[src/rtl/parity_serial_tx_pkg.sv]
// Shared definitions for the parity serial transmitter.
// The parity slot exists only when PARITY_SERIAL_TX_PARITY_EN is defined.
package parity_serial_tx_pkg;

   typedef enum logic [2:0] {
      IDLE   = 3'd0,
      START  = 3'd1,
      DATA   = 3'd2,
`ifdef PARITY_SERIAL_TX_PARITY_EN
      PARITY = 3'd3,
`endif
      STOP   = 3'd4
   } tx_state_e;

   localparam logic IDLE_LEVEL  = 1'b1;
   localparam logic START_LEVEL = 1'b0;

   // Serial bit slots per frame: start + payload + (parity) + stop.
   function automatic int unsigned frame_bits(input int unsigned data_w);
`ifdef PARITY_SERIAL_TX_PARITY_EN
      return data_w + 3;
`else
      return data_w + 2;
`endif
   endfunction

endpackage

[src/rtl/parity_serial_tx_bit_timer.sv]
// Bit-period down-counter; bit_end strobes on the last cycle of each serial bit.
module bit_timer #(
   parameter int CLKS_PER_BIT = 4
) (
   input  logic clk,
   input  logic rst_n,
   input  logic load,
   input  logic run,
   output logic bit_end
);

   localparam int CW = (CLKS_PER_BIT > 1) ? $clog2(CLKS_PER_BIT) : 1;
   localparam logic [CW-1:0] RELOAD = CW'(CLKS_PER_BIT - 1);

   logic [CW-1:0] count;

   assign bit_end = run && (count == '0);

   always_ff @(posedge clk or negedge rst_n) begin
      if (!rst_n) begin
         count <= '0;
      end else if (load || bit_end) begin
         count <= RELOAD;
      end else if (run) begin
         count <= count - CW'(1);
      end
   end

endmodule

[src/rtl/parity_serial_tx.sv]
// Serial transmitter: start bit, LSB-first payload, optional odd-parity bit, stop bit.
// Parity slot is built only when PARITY_SERIAL_TX_PARITY_EN is defined.
module parity_serial_tx
   import parity_serial_tx_pkg::*;
#(
   parameter int DATA_W       = 8,
   parameter int CLKS_PER_BIT = 4
) (
   input  logic              clk,
   input  logic              rst_n,
   input  logic [DATA_W-1:0] data_in,
   input  logic              valid,
   output logic              ready,
   output logic              tx,
   output logic              busy,
   output logic              done
);

   localparam int BW = (DATA_W > 1) ? $clog2(DATA_W) : 1;
   localparam logic [BW-1:0] LAST_BIT = BW'(DATA_W - 1);

   tx_state_e         state, state_next;
   logic [DATA_W-1:0] shift_reg, shift_next, shifted;
   logic [BW-1:0]     bit_cnt, bit_cnt_next;
   logic              tx_reg, tx_next;
   logic              accept, bit_end;
`ifdef PARITY_SERIAL_TX_PARITY_EN
   logic              parity_reg, parity_next;
`endif

   assign accept  = (state == IDLE) && valid;
   assign shifted = shift_reg >> 1;

   assign tx    = tx_reg;
   assign ready = (state == IDLE);
   assign busy  = (state != IDLE);

   bit_timer #(
      .CLKS_PER_BIT (CLKS_PER_BIT)
   ) u_bit_timer (
      .clk     (clk),
      .rst_n   (rst_n),
      .load    (accept),
      .run     (state != IDLE),
      .bit_end (bit_end)
   );

   always_ff @(posedge clk or negedge rst_n) begin
      if (!rst_n) begin
         state      <= IDLE;
         tx_reg     <= IDLE_LEVEL;
         shift_reg  <= '0;
         bit_cnt    <= '0;
`ifdef PARITY_SERIAL_TX_PARITY_EN
         parity_reg <= 1'b0;
`endif
      end else begin
         state      <= state_next;
         tx_reg     <= tx_next;
         shift_reg  <= shift_next;
         bit_cnt    <= bit_cnt_next;
`ifdef PARITY_SERIAL_TX_PARITY_EN
         parity_reg <= parity_next;
`endif
      end
   end

   // tx_next is the level of the bit that starts at the coming edge, so tx stays registered.
   always_comb begin
      state_next   = state;
      tx_next      = tx_reg;
      shift_next   = shift_reg;
      bit_cnt_next = bit_cnt;
      done         = 1'b0;
`ifdef PARITY_SERIAL_TX_PARITY_EN
      parity_next  = parity_reg;
`endif
      case (state)
         IDLE: begin
            if (valid) begin
               state_next   = START;
               tx_next      = START_LEVEL;
               shift_next   = data_in;
               bit_cnt_next = '0;
`ifdef PARITY_SERIAL_TX_PARITY_EN
               parity_next  = ~^data_in;
`endif
            end
         end
         START: begin
            if (bit_end) begin
               state_next = DATA;
               tx_next    = shift_reg[0];
            end
         end
         DATA: begin
            if (bit_end) begin
               if (bit_cnt == LAST_BIT) begin
`ifdef PARITY_SERIAL_TX_PARITY_EN
                  state_next = PARITY;
                  tx_next    = parity_reg;
`else
                  state_next = STOP;
                  tx_next    = IDLE_LEVEL;
`endif
               end else begin
                  bit_cnt_next = bit_cnt + BW'(1);
                  shift_next   = shifted;
                  tx_next      = shifted[0];
               end
            end
         end
`ifdef PARITY_SERIAL_TX_PARITY_EN
         PARITY: begin
            if (bit_end) begin
               state_next = STOP;
               tx_next    = IDLE_LEVEL;
            end
         end
`endif
         STOP: begin
            if (bit_end) begin
               state_next = IDLE;
               done       = 1'b1;
            end
         end
         default: begin
            state_next = IDLE;
            tx_next    = IDLE_LEVEL;
         end
      endcase
   end

endmodule

[config.mk]
export PLATFORM = sky130hd
export DESIGN_NAME = parity_serial_tx
export DESIGN_NICKNAME = d
export VERILOG_FILES = /design/src/rtl/parity_serial_tx_pkg.sv /design/src/rtl/parity_serial_tx_bit_timer.sv /design/src/rtl/parity_serial_tx.sv
export SDC_FILE = /design/constraint.sdc
export NUM_CORES = 1
export LEC_CHECK = 0
export BUFFER_PORTS_ARGS = -buffer_cell sky130_fd_sc_hd__buf_2
export CAP_MARGIN = 10
export CORE_UTILIZATION = 55
export DETAILED_ROUTE_END_ITERATION = 12
export GPL_TIMING_DRIVEN = 0
export PLACE_DENSITY = 0.77
export SYNTH_ARGS = -nofsm -noshare
export SYNTH_HDL_FRONTEND = slang
export SYNTH_SLANG_ARGS = --single-unit
[constraint.sdc]
create_clock -name clk -period 3.79 [get_ports clk]
set_input_delay 0 -clock clk [delete_from_list [all_inputs] [get_ports clk]]
set_output_delay 0 -clock clk [all_outputs]
set_load 0.01 [all_outputs]
=== After elaboration in Yosys (flattened, before gate mapping) ===
Index checks and enable logic that the tools add are counted.

* Reductions and logical operators: 11
* Div/mod/pow operators: 0
* Magnitude comparators: 0
* $add $sub $neg: 2
* Muxes and demuxes: 23
* Bitwise operators: 1
* Shift-type cells: 0
* Equality and inequality tests: 10
* Multiply operators: 0

{| class="wikitable"
|+ Operators with widths
! cell !! count
|-
| $mux 3 || 8
|-
| $mux 8 || 3
|-
| $pmux 8 s2 || 1
|-
| $pmux 3 s4 || 1
|-
| $reduce_and 4->1 || 2
|-
| $eq 3x3->1 const B || 2
|-
| $mux 1 || 6
|-
| $ne 2x1->1 const B || 3
|-
| $ne 2x2->1 const B || 3
|-
| $pmux 3 s2 || 1
|-
| $reduce_and 5->1 || 1
|-
| $mux 2 || 2
|-
| $pmux 1 s4 || 1
|-
| $reduce_bool 2->1 || 2
|-
| $add 3x1->3 const B || 1
|-
| $eq 3x1->1 const B || 1
|-
| $eq 3x2->1 const B || 1
|-
| $logic_not 3->1 || 1
|-
| $reduce_bool 3->1 || 1
|-
| $logic_and 1x1->1 || 2
|-
| $logic_not 2->1 || 1
|-
| $sub 2x1->2 const B || 1
|-
| $logic_or 1x1->1 || 1
|-
| $not 1->1 || 1
|}

* Memories: 0
* Latch bits: 0
* Output and inout bits: 4
* Word-level logic and storage cells: 52
* ROM bits: 0
* RAM bits: 0
* Bits in registers: 17
* Input port bits: 11

=== Longest topological paths before layout ===
* Depth after elaboration: 4
* Depth in mapped cells: 7

=== Cells and area by module ===
A second synthesis with hierarchy kept.

* Cells, all modules: 87
* Area, all modules: 1,042.2 um2

{| class="wikitable"
|+ Modules (own cells, without submodules)
! module !! seq. area each (um2) !! times used !! area each (um2) !! cells each
|-
| parity_serial_tx || 376.6 || 1 || 929.6 || 75
|-
| bit_timer || 50.0 || 1 || 112.6 || 12
|}

=== Worst setup path after synthesis ===
OpenSTA, ideal clock, no wires.

* Path type: reg2reg
* From: register bit_cnt[0]
* To: register bit_cnt[0]
* Setup slack: 1.932 ns
* Data arrival time: 1.733 ns
* Required time: 3.665 ns
* Path buffers: 1
* Stages on the path, launching flop included: 7
* Cells stage by stage: dfrtp_1 ha_1 ha_1 nand3b_2 a211oi_2 buf_6 mux2_4

* Longest elaborated chain between the ends: 4
* Elaborated cells between the ends (all ways): 7

{| class="wikitable"
|+ Ends and longest elaborated chain
! element !! line !! source
|-
| from (decl) || parity_serial_tx.sv:24 || <nowiki>logic [BW-1:0] bit_cnt, bit_cnt_next;</nowiki>
|-
| from (signal assigned) || parity_serial_tx.sv:61 || <nowiki>bit_cnt <= bit_cnt_next;</nowiki>
|-
| $add 3x1->3 || parity_serial_tx.sv:107 || <nowiki>bit_cnt_next = bit_cnt + BW'(1);</nowiki>
|-
| $mux 3 || parity_serial_tx.sv:98 || <nowiki>if (bit_cnt == LAST_BIT) begin</nowiki>
|-
| $mux 3 || parity_serial_tx.sv:97 || <nowiki>if (bit_end) begin</nowiki>
|-
| $pmux 3 s2 || parity_serial_tx.sv:78 || <nowiki>case (state)</nowiki>
|}

Parallel ways exist; a longest one is shown, timed or not. The select of a mux whose other input is x is not followed.
A chain may end at the register's enable or synchronous reset.

=== Worst setup path in the final report ===
* From: register bit_cnt[0]
* To: register shift_reg[2]

* Longest elaborated chain between the ends: 3

{| class="wikitable"
|+ Ends and longest elaborated chain
! element !! line !! source
|-
| $eq 3x3->1 || parity_serial_tx.sv:98 ||
|-
| $ne 2x2->1 (no line) || n/a ||
|-
| $reduce_and 4->1 (no line) || n/a ||
|-
| to (signal assigned) || parity_serial_tx.sv:60 || <nowiki>shift_reg <= shift_next;</nowiki>
|-
| to (decl) || parity_serial_tx.sv:23 || <nowiki>logic [DATA_W-1:0] shift_reg, shift_next, shifted;</nowiki>
|}

No other way between the ends.

==> out/results.ini <==
[critical_path]
critPathMostFrequentCell = ha_1
cp.arrival_ns = 2.19
crit_required_ns = 3.96
cp_max_fo = 10
crit_path_cell_trace = ha_1 > ha_1 > nand3b_2 > a211oi_2 > buf_6 > mux2_4
crit_slowest_cell = dfrtp_1
slowest_delay_ns = 0.41
path_class = flip-flop to flip-flop
cp-end-kind = flip-flop
start_kind = flip-flop

[global_route]
grt_overflow = 0
grt_max_degree = 18
grt_pass1_wl_um = 2670
grt_antenna_before_repair = 0
grt_usage = 0.1885
grt_pass1_vias = 614

[placement]
place_inst = 122
portBuffers = 14
hpwl_um = 1200
gp_congestion = 0.7339

[layout]
synthToLayoutAreaGrowth_pct = 13.70
fin_util = 0.6674
largest_reg_flops = 8
fin_nets = 117
diodes = 0
final_cell_count_no_fill = 127
layout-drive-gt1-share = 0.4608
fillers = 136

[power_and_ir_drop]
leakage_nw = 0.5444
p_total_mw = 0.7703
vdd_drop_max_mv = 0.3570
power.density_nw_per_um2 = 668.4

[clock_tree]
cts_tree = yes
cts_buffer_depth = 2
cts_buffers = 3
cts_sinks = 17
cts.repair.resized = 0
clkTransAtPathRegs_ns = 0.10
clkLatencyLatePin_ns = 0.29
cts_setup_buffers = 0
htree_levels = 1
cts_hold_buf = 1
root_buffer = clkbuf_4

[timing]
fin_crit_ns = 2.022
slew_viol_final = 0
fin_hold_ws_ns = 0.04167
rsz0062_at_grt = false
worst_slew_pin_slew_ns = 0.3778
setup_viol = 0
hold_violations = 0
setup-tns-final_ns = 0
finalCritPeriodShare = 0.5335
timing.fmax_mhz = 494.6
slew_headroom = 0.7482
clock_skew_ns = 0.006458

[logic_synthesis]
ys_seq_area_frac = 0.4210
synth_seq_cells = 17
synth_commonest_cells = dfrtp_1 (16), mux2_4 (14), inv_1 (5), nor2_1 (5), a21oi_1 (4)
synth_most_common_cell = dfrtp_1
netlist_instances = 83
synth_area_leaders = dfrtp_1 (40%), mux2_4 (21%), ha_1 (3.7%)
synth_edf_count = 0
ys_async_sr_fraction = 1.000
netlist.area_leader.share = 0.3951
syn_area_per_cell_um2 = 12.21
synth_top_cell_by_area = dfrtp_1
syn_area_um2 = 1013
yosys_warnings = 0
synthFlopType = dfrtp_1
synth_fp_nets = 97
synth.distinct_cells = 29

[routing]
vias_per_cell = 5.094
routed-via-count = 647
wl_per_cell_um = 13.13
drt-total-wl_um = 1667
drtPass1Iterations = 4
drc = 0
drtAntennaViolNets = 0
drtIter0Drc = 9

[die]
rows = 15
num_io_pins = 15
die_y_um = 44.93
initial_utilization = 0.5870
dieArea_um2 = 2018
die_width_um = 44.93
design.core.area_um2 = 1727

[flow_run]
maxCapViolCount = 0

[worst_hold_path]
holdCritPathClass = primary input to flip-flop

[outcome]
status = complete, no violations

[layout by cell type (no fill, tap or decap)]
| master | count |
|---|---|
| a211oi_2 | 1 |
| mux2_2 | 3 |
| nand2b_1 | 2 |
| clkinv_2 | 1 |
| nand3b_1 | 3 |
| buf_4 | 2 |
| nor3_2 | 1 |
| a22oi_1 | 1 |
| xor2_1 | 1 |
| clkbuf_4 | 3 |
| inv_1 | 5 |
| o21ai_0 | 2 |
| nor3b_1 | 1 |
| dfstp_2 | 1 |
| ha_1 | 3 |
| nand2_1 | 3 |
| or3b_2 | 1 |
| nand4b_1 | 1 |
| dlygate4sd3_1 | 1 |
| a21oi_1 | 4 |
| buf_6 | 2 |
| nor2_1 | 5 |
| nor3b_2 | 1 |
| nor4bb_1 | 1 |
| buf_2 | 16 |
| mux2_4 | 14 |
| dfrtp_1 | 16 |
| nor2b_1 | 2 |
| a2111oi_0 | 1 |
| nor3_1 | 1 |
| nand3b_2 | 1 |
| mux2i_1 | 2 |
[report_power, final]
part,leakage (nW),switching [mW],internal [mW],total [mW]
registers,0.206,0.0497,0.261,0.310
logic,0.321,0.158,0.208,0.366
clock network,0.0177,0.0544,0.0392,0.0936
total,0.544,0.263,0.508,0.770
[kinds of logic after synthesis]
kind of cell,count (synthesis),synth area share
XOR/XNOR,1,0.008644
AND/OR/NAND/NOR,23,0.1494
adder cells (fa/ha/maj),3,0.03704
flip-flops,17,0.4210
buffers and inverters,11,0.06543
AO/OA/AOI/OAI,9,0.05803
multiplexers,19,0.2605
[final cells by class]
| type | count | area (µm²) | share of cell area |
|---|---|---|---|
| repair buffers | 15 | 80.08 | 0.06949 |
| multi-input cells | 55 | 520.5 | 0.4517 |
| plain buffers | 6 | 47.55 | 0.04126 |
| flip-flops and latches | 17 | 426.7 | 0.3702 |
| clock buffers | 3 | 22.52 | 0.01954 |
| clock inverters | 1 | 5.005 | 0.004343 |
| inverters | 5 | 18.77 | 0.01629 |
| well taps | 25 | 31.28 | 0.02714 |
[final timing paths]
path,cells after the start,end,startpoint,slack [ns]
max,6,shift_reg[2]$_DFFE_PN0P_,bit_cnt[0]$_DFFE_PN0P_,1.77
min,3,state[0]$_DFFE_PN0P_,valid,0.04
max reg2reg,6,shift_reg[2]$_DFFE_PN0P_,bit_cnt[0]$_DFFE_PN0P_,1.77
min reg2reg,1,shift_reg[0]$_DFFE_PN0P_,shift_reg[0]$_DFFE_PN0P_,0.52
max in group asynchronous,2,tx$_DFFE_PN1P_,rst_n,3.33
min in group asynchronous,2,bit_cnt[0]$_DFFE_PN0P_,rst_n,0.15
[worst max-delay path: cells and delay by family, from the launching register on]
family	cells	cell delay [ns]
AO/OA/AOI/OAI	1	0.30
adder cells (fa/ha/maj)	2	0.43
buffers and inverters	1	0.22
flip-flops	1	0.41
multiplexers	1	0.32
AND/OR/NAND/NOR	1	0.22
[metal layers]
metal,share of wire,track usage,up-vias
li1,-,-,333
met3,0.022,0.07200,2
met5,0,0,-
met2,0.50,0.3159,7
met1,0.47,0.2324,305
met4,0.0072,0.03636,0
[per-stage QoR]
step | cell area, µm² | setup WS (ns)
final | 1152 | 1.768
after global routing | 1152 | 1.702
after CTS | 1152 | 1.737
after detailed placement | 1115 | 1.769
after global placement | 1115 | 1.822
after floorplan | 1013 | 1.932
Power figures use the tool's default switching activity.
